## src/rtl/uc_core_param.sv

```systemverilog
// Parametrised accumulator microcontroller core: flash fetch with ready handshake,
// 1-cycle-latency SRAM, GPIO input, N registered output ports, zero/carry flags, HALT.
//
// state | meaning
// BOOT  | waiting for flash to report ready; no instruction latched
// FETCH | presenting pc, latching IR when flash_ready is high
// EXEC  | decoding IR; non-memory ops and ST complete here
// MEM   | SRAM read data valid; acc/flags updated for LD/ALU/CMP
// HALT  | frozen until reset
module uc_core_param #(
   parameter int DATA_W  = 8,
   parameter int PC_W    = 12,
   parameter int SRAM_AW = 8,
   parameter int N_OUT   = 4
) (
   input  logic                      clk,
   input  logic                      arst_n,
   input  logic [15:0]               flash_data,
   input  logic                      flash_ready,
   input  logic [DATA_W-1:0]         in_gpio,
   input  logic [DATA_W-1:0]         sram_data_in,
   output logic [PC_W-1:0]           pc_out,
   output logic [SRAM_AW-1:0]        sram_addr,
   output logic                      sram_write_en,
   output logic [DATA_W-1:0]         sram_data_out,
   output logic [N_OUT*DATA_W-1:0]   out_ports,
   output logic                      bootstrapping,
   output logic                      halted,
   output logic [2:0]                cu_state,
   output logic                      zero_flag,
   output logic                      carry_flag
);

   typedef enum logic [2:0] {
      S_BOOT  = 3'd0,
      S_FETCH = 3'd1,
      S_EXEC  = 3'd2,
      S_MEM   = 3'd3,
      S_HALT  = 3'd4
   } state_t;

   localparam logic [3:0] OP_NOP = 4'h0, OP_LDI = 4'h1, OP_LD  = 4'h2, OP_ST  = 4'h3,
                          OP_ADD = 4'h4, OP_SUB = 4'h5, OP_AND = 4'h6, OP_OR  = 4'h7,
                          OP_XOR = 4'h8, OP_IN  = 4'h9, OP_OUT = 4'hA, OP_JMP = 4'hB,
                          OP_JZ  = 4'hC, OP_JC  = 4'hD, OP_CMP = 4'hE, OP_HLT = 4'hF;

   state_t                    state_q;
   logic [PC_W-1:0]           pc_q;
   logic [15:0]               ir_q;
   logic [DATA_W-1:0]         acc_q;
   logic                      z_q;
   logic                      c_q;
   logic [N_OUT*DATA_W-1:0]   out_q;

   logic [3:0]                opcode;
   logic [DATA_W-1:0]         imm;
   logic [PC_W-1:0]           pc_inc;
   logic [PC_W-1:0]           pc_target;
   logic [DATA_W:0]           sum;
   logic [DATA_W:0]           diff;
   logic [DATA_W-1:0]         alu_res;
   logic                      alu_c;

   assign opcode    = ir_q[15:12];
   assign imm       = DATA_W'(ir_q[7:0]);
   assign pc_inc    = pc_q + PC_W'(1);
   assign pc_target = PC_W'(ir_q[11:0]);

   // MEM-phase datapath; LD passes m through and keeps C
   always_comb begin
      sum     = {1'b0, acc_q} + {1'b0, sram_data_in};
      diff    = {1'b0, acc_q} - {1'b0, sram_data_in};
      alu_res = acc_q;
      alu_c   = c_q;
      case (opcode)
         OP_LD:  alu_res = sram_data_in;
         OP_ADD: begin alu_res = sum[DATA_W-1:0];  alu_c = sum[DATA_W];  end
         OP_SUB,
         OP_CMP: begin alu_res = diff[DATA_W-1:0]; alu_c = diff[DATA_W]; end
         OP_AND: begin alu_res = acc_q & sram_data_in; alu_c = 1'b0; end
         OP_OR:  begin alu_res = acc_q | sram_data_in; alu_c = 1'b0; end
         OP_XOR: begin alu_res = acc_q ^ sram_data_in; alu_c = 1'b0; end
         default: ;
      endcase
   end

   always_ff @(posedge clk or negedge arst_n) begin
      if (!arst_n) begin
         state_q <= S_BOOT;
         pc_q    <= '0;
         ir_q    <= '0;
         acc_q   <= '0;
         z_q     <= 1'b0;
         c_q     <= 1'b0;
         out_q   <= '0;
      end else begin
         case (state_q)
            S_BOOT: begin
               if (flash_ready) state_q <= S_FETCH;
            end
            S_FETCH: begin
               if (flash_ready) begin
                  ir_q    <= flash_data;
                  state_q <= S_EXEC;
               end
            end
            S_EXEC: begin
               state_q <= S_FETCH;
               pc_q    <= pc_inc;
               case (opcode)
                  OP_LDI: begin
                     acc_q <= imm;
                     z_q   <= (imm == '0);
                  end
                  OP_IN: begin
                     acc_q <= in_gpio;
                     z_q   <= (in_gpio == '0);
                  end
                  OP_LD, OP_ADD, OP_SUB, OP_AND, OP_OR, OP_XOR, OP_CMP: begin
                     state_q <= S_MEM;
                     pc_q    <= pc_q;
                  end
                  // indices at or above N_OUT match no port and are dropped
                  OP_OUT: begin
                     for (int k = 0; k < N_OUT; k++) begin
                        if (ir_q[3:0] == 4'(k)) out_q[k*DATA_W +: DATA_W] <= acc_q;
                     end
                  end
                  OP_JMP: pc_q <= pc_target;
                  OP_JZ:  if (z_q) pc_q <= pc_target;
                  OP_JC:  if (c_q) pc_q <= pc_target;
                  OP_HLT: begin
                     state_q <= S_HALT;
                     pc_q    <= pc_q;
                  end
                  default: ;
               endcase
            end
            S_MEM: begin
               if (opcode != OP_CMP) acc_q <= alu_res;
               z_q     <= (alu_res == '0);
               c_q     <= alu_c;
               pc_q    <= pc_inc;
               state_q <= S_FETCH;
            end
            S_HALT: ;
            default: state_q <= S_BOOT;
         endcase
      end
   end

   assign pc_out        = pc_q;
   assign sram_addr     = ir_q[SRAM_AW-1:0];
   assign sram_write_en = (state_q == S_EXEC) && (opcode == OP_ST);
   assign sram_data_out = acc_q;
   assign out_ports     = out_q;
   assign bootstrapping = (state_q == S_BOOT);
   assign halted        = (state_q == S_HALT);
   assign cu_state      = state_q;
   assign zero_flag     = z_q;
   assign carry_flag    = c_q;

endmodule
```

## config.mk

```make
export PLATFORM = sky130hd
export DESIGN_NAME = uc_core_param
export DESIGN_NICKNAME = d
export VERILOG_FILES = /design/src/rtl/uc_core_param.sv
export SDC_FILE = /design/constraint.sdc
export NUM_CORES = 1
export LEC_CHECK = 0
export ABC_AREA = 1
export CAP_MARGIN = 20
export CORE_MARGIN = 5
export CORE_UTILIZATION = 38
export CTS_CLUSTER_DIAMETER = 120
export DETAILED_ROUTE_END_ITERATION = 8
export GPL_TIMING_DRIVEN = 0
export SYNTH_ARGS = -nofsm -noshare
export SYNTH_HDL_FRONTEND = slang
export SYNTH_SLANG_ARGS = --single-unit
```

## constraint.sdc

```tcl
create_clock -name clk -period 2.9 [get_ports clk]
set_input_delay 0.58 -clock clk [delete_from_list [all_inputs] [get_ports clk]]
set_output_delay 0.58 -clock clk [all_outputs]
set_load 0.03 [all_outputs]
```

==> Yosys cells after proc, flatten, opt, wreduce, memory -nomap -nowiden <==
Cells that the tools add are included.
{ "totals": {"ff_bits": 73, "input_bits": 35, "output_inout_bits": 68, "wordCells": 82} }
{ "classes": {"n_addsub": 3, "n_eq_ne": 28, "muxes": 15, "n_bitwise": 4, "n_reduce_logical": 22} }
{ "ops": {"columns": ["operator", "count"], "rows": [
  ["12-bit one-hot mux with 4 select lines", 1],
  ["8-bit one-hot mux with 6 select lines", 1],
  ["4-bit equality test, second input constant", 8],
  ["8-bit one-hot mux with 2 select lines", 2],
  ["8-bit logical NOT", 3],
  ["12-bit 2-to-1 mux", 2],
  ["12-bit one-hot mux with 2 select lines", 1],
  ["3-bit AND reduction", 6],
  ["4-bit by 2-bit equality test with 1-bit output, second input constant", 4],
  ["4-bit by 3-bit equality test with 1-bit output, second input constant", 4],
  ["3-bit one-hot mux with 5 select lines", 1],
  ["12-bit by 1-bit adder with 12-bit output, second input constant", 1],
  ["8-bit by 8-bit adder with 9-bit output", 1],
  ["8-bit by 8-bit subtractor with 9-bit output", 1],
  ["8-bit bitwise AND", 1],
  ["4-bit by 1-bit equality test with 1-bit output, second input constant", 2],
  ["8-bit 2-to-1 mux", 1],
  ["2-bit inequality test, second input constant", 4],
  ["8-bit OR", 1],
  ["2-bit AND reduction", 4],
  ["8-bit OR reduction", 1],
  ["8-bit XOR", 1],
  ["7-bit OR reduction", 1],
  ["3-bit by 2-bit equality test with 1-bit output, second input constant", 2],
  ["16 further kinds", 18]
]} }

==> Longest topological paths before layout <==
Gate-level depths: netlist of run 1.
{ "logic_depth": {"word_depth": 5, "mapped_depth": 16} }

==> Worst setup path after synthesis of run 1 <==
OpenSTA, ideal clock, no wires.
{ "synth_path": {"path_type": "register to output", "start": "register state_q[1] (netlist: cu_state[1])", "end": "output port sram_write_en", "arrival_ns": 1.762, "required_ns": 2.320, "setup_slack_ns": 0.558, "stages_incl_launch_ff": 7, "cell_sequence": "dfrtp_1 -> inv_2 -> nor2_1 -> inv_1 -> nor2_2 -> inv_1 -> nor3_1"} }
{ "synth_between": {"elab_chain_len": 2} }
{ "synth_lines": {"columns": ["element", "line", "source"], "rows": [
  ["start: declaration", "47", "state_t state_q;"],
  ["start signal: assignment", "89", "state_q <= S_BOOT;"],
  ["start signal: assignment", "99", "if (flash_ready) state_q <= S_FETCH;"],
  ["start signal: assignment", "104", "state_q <= S_EXEC;"],
  ["3-bit by 2-bit equality test with 1-bit output", "154", "assign sram_write_en = (state_q == S_EXEC) && (opcode == OP_ST);"],
  ["1-bit logical AND", "154", null],
  ["end: declaration", "24", "output logic sram_write_en,"]
]} }
Every way passes these cells.

==> Worst setup path in the final report of run 1 <==
Ends and elaborated chain as after synthesis.

==> results.md, run 1 <==
* YS warnings at 0
* Post-synth net total at a little over 700
* Max Root-Sink Buffers at 2
* Max Clock Skew at slightly below 9 ps
* Area leader, netlist: dfrtp_1
* Largest net degree at the start of global routing at slightly below 70
* DR vias at between 4000 and 5000
* Num rows at just over 40
* Routing usage on met3 at 4.12%
* HPWL Detailed at approximately 12000 um
* Crit-path max FO at 7
* GRT met2 Usage at 33.1%
* Core Util, Final at 51.0%
* Leakage power at slightly below 3 nW
* First-pass GRT wire length at 23500 um
* Top-area cell type share of the netlist area at a little under two fifths
* I/O Buffers at between 100 and 150
* H-tree Lvls at 3
* Worst path required time at 2320 ps
* Peak VDD IR at between 0.4 and 0.5 mV
* Finished Cell Area at 6410 um2
* Met1 GRT Util at 25.1%
* Post-Syn Instances at 660
* CTS tree: yes
* Post-Place Cell Area at 6130 um2
* Commonest non-fill, non-tap cell in the layout: nand2_1
* EDFF count, synth at 0
* WHS at 57.7 ps
* GRT Residual Overflow at 0
* CTS Sinks at 73
* Fmax at 374 MHz
* Area growth, synth to finish at 31.6%
* WS Path Type: flop to primary output
* Seq/Total Area, Yosys at 37.5%
* CTS buffer count at 9
* RSZ-0062 raised after global routing: false
* # setup viols final at 0
* Layout cells sized above 1 at around 11%
* # DRC at 0
* Top Ports at approximately 100
* Post-synthesis instance area at between 4000 and 5000 um2
* Die ar. at 15200 um2
* Ys async rst share at 100%
* GRT Overall Usage at 20.1%
* CP top delay family: buffers and inverters
* Non-Filler Instances at roughly 950
* Critical Path AT at 2090 ps
* Fin crit period at 2670 ps
* DIE HEIGHT at 123 um
* Yosys reg bits at 73
* ANT cells at 0
* Vias per cell at 4.97
* Core Area at ~13000 um2
* Initial antenna violation count at 0
* Final Hold Viols at 0
* DIE WIDTH at 123 um
* Starting DRT DRC Count at 383
* Max Cap Viol at 0
* Slowest stage delay, CP at 470 ps
* Detail Route Antenna Nets at 0
* Clock Latency Late Sink at 340 ps
* Crit path buf inv count at 4
* Final wirelength at 15000 um
* Fin. max-slew vios at 0
* Nets at 836
* Initial Util at between 30% and 40%
* 1st-pass router iterations at 5
* Slowest-stage cell, CP: dfrtp_1
* Slew @ Worst Pin at 736 ps
* Crit path top cell by count: inv_1
* Worst-path clk slew at 60 ps
* Hold crit path type: input pin to async pin
* Synth Flop Type: dfrtp_1
* # placed instances at 935
* Pwr dens at 1020 nW/um2
* Ordered cell list for the critical path: inv_2 > nor2_1 > inv_1 > nor2_2 > inv_1 > nor3_1 > dlygate4sd2_1
* Setup Buffers After CTS at 0
* Clk root buf: clkbuf_16
* Synth area leaders: dfrtp_1 38%, nand2_1 13%, ha_1 6.4%, inv_1 6.0%, nand3_1 5.2%
* CTS resizes at 1
* Crit share post-route at 92.1%
* Top Usage Layer GRT: met2
* Avg Synthesized Cell Area at 7.38 um2
* Commonest cells after routing, fill and taps aside: 163 x nand2_1, 100 x clkdlybuf4s50_1, 78 x inv_1
* Worst rel slew slack at 50.7%
* Setup crit start kind: flop
* Routed length per instance at 15.7 um
* Vias in the first global route at 4671
* Post-CTS Hold Fix Bufs at 0
* Critical Path Sink Type: primary output
* Outcome: finished clean
* GP Congestion at roughly 0.92
* Netlist cell types at 43
-- flip-flops by register name, summed over array words and instances, names as in the netlist --
| name | cells |
|---|---|
| carry_flag | 1 |
| cu_state | 3 |
| ir_q | 16 |
| out_ports | 32 |
| pc_out | 12 |
| sram_data_out | 8 |
| zero_flag | 1 |
-- cell usage after synthesis (all sizes together) (2+ instances only) --
master    n
o211ai    2
xor2      2
buf      17
clkbuf    7
o21ai    70
ha       25
fa        2
nand2   171
o22ai     4
dfrtp    73
nand3b    2
nor3     12
a22oi     4
nor2     70
nand4     6
a31oi     6
nand3    52
a21oi    28
o21bai    2
inv      89
nor4      2
mux2      8
-- routing by layer --
metal  vias up  part of all wire, %
li1       2366                    -
met5         -                    0
met4         0                  3.4
met1      2175                   44
met2       139                   48
met3        42                  5.1
-- worst paths after layout --
check / start / end / slack [ps] / cells past startpoint
worst max-delay path: cu_state[1]$_DFFE_PN0P_ / sram_write_en / 230 / 7
worst min-delay path: arst_n / ir_q[13]$_DFFE_PN0P_ / 60 / 1
worst max register to register: sram_data_out[0]$_DFFE_PN0P_ / zero_flag$_DFFE_PN0P_ / 330 / 15
worst min register to register: out_ports[27]$_DFFE_PN0P_ / out_ports[27]$_DFFE_PN0P_ / 490 / 2
max in group asynchronous: arst_n / out_ports[26]$_DFFE_PN0P_ / 2300 / 2
min in group clk: out_ports[27]$_DFFE_PN0P_ / out_ports[27]$_DFFE_PN0P_ / 490 / 2
-- stage by stage --
step	total power (W)	setup slack [ps]	setup TNS, ps
6_report	0.00654	229	0
3_3_place_gp	0.00544	-1220	-88890
5_1_grt	0.00704	36.4	0
4_1_cts	0.00657	172	0
2_1_floorplan	0.00420	558	0
3_5_place_dp	0.00550	-84.7	-93.8
-- cells by family (layout without fill, tap and decap cells) --
kind of cell	Yosys count	count (layout)	share of synthesized area [%]
AOI/OAI and AO/OA	120	120	14.2
and+or+nand+nor	316	316	28.7
buffers and inverters	113	232	9.94
muxes	8	8	1.85
xor gates and xnor gates	3	3	0.540
adders and majority gates	27	27	7.25
DFF	73	73	37.5
-- cell type report --
class | instances | area [um2]
clock buffers | 9 | 225
plain buffers | 24 | 150
fillers | 1255 | 6160
multi-input cells | 474 | 2560
repair buffers | 103 | 1040
clock inverters | 7 | 52.6
inverters | 89 | 334
flip-flops and latches | 73 | 1830
well taps | 172 | 215
-- power by group --
| group | total (W) | switching (W) | internal, W |
|---|---|---|---|
| sequential | 0.00169 | 0.000385 | 0.00130 |
| clock | 0.00104 | 0.000458 | 0.000586 |
| combinational | 0.00381 | 0.00241 | 0.00139 |
No activity file was read; power rests on OpenSTA's default activity.
==> run 2: changes to the inputs <==
--- a/config.mk
+++ b/config.mk
@@ -5,9 +5,7 @@
 export SDC_FILE = /design/constraint.sdc
 export NUM_CORES = 1
 export LEC_CHECK = 0
-export ABC_AREA = 1
 export CAP_MARGIN = 20
-export CORE_MARGIN = 5
 export CORE_UTILIZATION = 38
 export CTS_CLUSTER_DIAMETER = 120
 export DETAILED_ROUTE_END_ITERATION = 8
==> run 2 against run 1 <==
  * Final cell count down 14%
  * Clock power is 13% higher
  * Combinational power is 17% higher
  * Design area increased by 2.9%
  * Maximum frequency is 4.6% lower
==> results.md, run 2 <==
* Avg Synthesized Cell Area at 9.32 um2 (+26%)
* Max Cap Viol at 0 (unchanged)
* Synth Flop Type: dfrtp_1
* Setup ws final at 99.9 ps (-129 ps)
* Met1 WL at 6900 um (+4.8%)
* Starting DRT DRC Count at 331 (-14%)
* GRT Residual Overflow at 0 (unchanged)
* PnR Total Power at 0.00743 W (+14%)
* Leakage power at 2.82 nW (-5.2%)
* YS warnings at 0 (unchanged)
* Detail Route Antenna Nets at 0 (unchanged)
* Most frequent cells after synthesis: 73 x dfrtp_1, 45 x mux2_2, 40 x a21oi_1, 40 x o21ai_0, 38 x nand2_1
* H-tree Lvls at 3 (unchanged)
* Core Area at 12700 um2 (+0.82%)
* Vias in the first global route at 4509 (-3.5%)
* EDFF count, synth at 0 (unchanged)
* Crit share post-route at 96.6% (+4.5 points)
* Routed length per instance at 18.7 um (+19%)
* Worst rel slew slack at 30.8% (-20 points)
* Peak VDD IR at 0.561 mV (+37%)
* Finished Cell Area at 6590 um2 (+2.9%)
* Top-area cell type share of the netlist area at 37.0% (-0.52 points)
* # DRC at 0 (unchanged)
* Core Util, Final at 52.0% (+1.0 points)
* Initial antenna violation count at 0 (unchanged)
* CTS buffer count at 9 (unchanged)
* CTS Sinks at 73 (unchanged)
* Synth area leaders: dfrtp_1 37%, mux2_2 10%, ha_1 6.3%, a21oi_1 4.1%, o21ai_0 4.1%
* Met3 WL post-DR at 848 um (+12%)
* Area leader, netlist: dfrtp_1
* GP Congestion at 0.886 (-4.1%)
* Vias per cell at 5.61 (+13%)
* I/O Buffers at 102 (unchanged)
* Critical Path Sink Type: flop
* DIE HEIGHT at 116 um (-5.8%)
* Fmax at 357 MHz (-4.6%)
* First-pass GRT wire length at 24300 um (+3.4%)
* # setup viols final at 0 (unchanged)
* Setup crit start kind: input pin
* Post-synth net total at 592 (-18%)
* Netlist cell types at 65 (+51%)
* Seq/Total Area, Yosys at 37.0% (-0.52 points)
* GRT Overall Usage at 23.8% (+3.7 points)
* Hold crit path type: input pin to async pin
* Commonest non-fill, non-tap cell in the layout: clkdlybuf4s50_1
* Largest net degree at the start of global routing at 41 (-40%)
* 1st-pass router iterations at 5 (unchanged)
* Pwr dens at 1130 nW/um2 (+10%)
* Top-count cell post-synth: dfrtp_1
* WS Path Type: input pin to flop
* Post-synthesis instance area at 4940 um2 (+1.4%)
* Clk root buf: clkbuf_16
* Commonest cells after routing, fill and taps aside: 96 x clkdlybuf4s50_1, 71 x dfrtp_1, 45 x mux2_2
* Layout cells sized above 1 at 16.4% (+5.4 points)
* Ys async rst share at 100% (unchanged)
* Clock Latency Late Sink at 330 ps (about the same)
* Fin. max-slew vios at 0 (unchanged)
* CTS tree: yes
* Num rows at 41 (unchanged)
* Outcome: finished clean
* Final Hold Viols at 0 (unchanged)
* DIE WIDTH at 116 um (-5.8%)
* Max FFs per register at 32 (unchanged)
* Post-Place Cell Area at 6190 um2 (+1.0%)
* Fin crit period at 2800 ps (+129 ps)
* Worst-path clk slew at 60 ps (about the same)
* Highest routed metal layer: met4
* Max Root-Sink Buffers at 2 (unchanged)
* Critical Path AT at 3020 ps (+930 ps)
* Nets at 704 (-16%)
* Final wirelength at 15300 um (+2.1%)
* Top Ports at 103 (unchanged)
* DR vias at 4588 (-2.8%)
* RSZ-0062 raised after global routing: false
* HPWL Detailed at 11500 um (-1.8%)
* Post-Syn Instances at 530 (-20%)
* Pre-CTS setup slack at -724 ps (-640 ps)
* Die ar. at 13500 um2 (-11%)
* Worst path required time at 3120 ps (+800 ps)
* Crit-path max FO at 7 (unchanged)
* Wire length on met2 at 7280 um (+2.3%)
* Yosys reg bits at 73 (unchanged)
* Max Clock Skew at 9.52 ps (+0.673 ps)
* Area growth, synth to finish at 33.5%
* Initial Util at 39.0% (+0.23 points)
* ANT cells at 0 (unchanged)
* Slew @ Worst Pin at 1030 ps (+293 ps)
==> run 2: cell count changes after synthesis, moves of 13 or more <==
cell     change
mux2_2      +37
mux2i_1     +13
a21oi_1     +13
nand3_1     -36
nor2_1      -28
nand2_1    -125
o21ai_1     -23
inv_1       -50
==> run 2: final timing paths <==
check	start	to	slack [ps]	cells past startpoint
max in group asynchronous	arst_n	sram_data_out[0]$_DFFE_PN0P_	2120	2
worst max register to register	sram_data_out[0]$_DFFE_PN0P_	zero_flag$_DFFE_PN0P_	130	11
worst min-delay path	arst_n	out_ports[20]$_DFFE_PN0P_	190	1
worst min register to register	out_ports[27]$_DFFE_PN0P_	out_ports[27]$_DFFE_PN0P_	480	2
worst max-delay path	sram_data_in[5]	zero_flag$_DFFE_PN0P_	100	9
min in group clk	out_ports[27]$_DFFE_PN0P_	out_ports[27]$_DFFE_PN0P_	480	2
==> run 2: area by class of cell <==
type	count	area [um2]
plain buffers	34	190
clock buffers	10	229
clock inverters	5	81.3
fillers	1169	6080
inverters	28	105
multi-input cells	392	2900
flip-flops and latches	73	1830
well taps	172	215
repair buffers	104	1040
==> run 2: cell families after synthesis <==
group                    Yosys count  share of synthesized area, %
AND/OR/NAND/NOR                  155                          16.6
AO/OA/AOI/OAI                    150                          19.8
flip-flops                        73                          37.0
buffers and inverters             65                          6.21
multiplexers                      58                          12.9
adder cells (fa/ha/maj)           27                          7.14
XOR/XNOR                           2                         0.355
==> run 2: timing repair <==
item	4_1_cts	5_1_grt
setup endpoints to repair	5	4
resized for setup	13	13
buffers inserted	0	1
pin swaps	2	1
hold buffers	0	0
==> run 2: report_power, final <==
group	leakage (nW)	total (W)	internal (W)	switching, W
Combinational	1.74	0.00447	0.00183	0.00264
Clock	0.149	0.00117	0.000748	0.000419
Sequential	0.933	0.00180	0.00134	0.000456
Total	2.82	0.00743	0.00392	0.00351
==> run 2: critical path, stage by stage <==
cell	delay, ps
clkdlybuf4s50_1	530
inv_1	90
ha_1	410
inv_1	150
a211o_1	290
and4b_1	190
o21ai_0	200
a32oi_1	220
o41ai_2	350
==> run 2: per-layer routing <==
metal,vias to the layer above,track usage (%)
met5,-,0
met4,0,6.50
met3,25,5.02
met2,171,38.1
met1,2232,32.5
li1,2160,-
==> run 2: through the flow <==
step / instances / hold slack, ps / TNS [ps]
6_report: 818 / 190 / 0
5_1_grt: 818 / 220 / 0
4_1_cts: 817 / 204 / 0
3_5_place_dp: 805 / 480 / -4020
3_3_place_gp: 804 / 469 / -98170
2_1_floorplan: 530 / 284 / 0
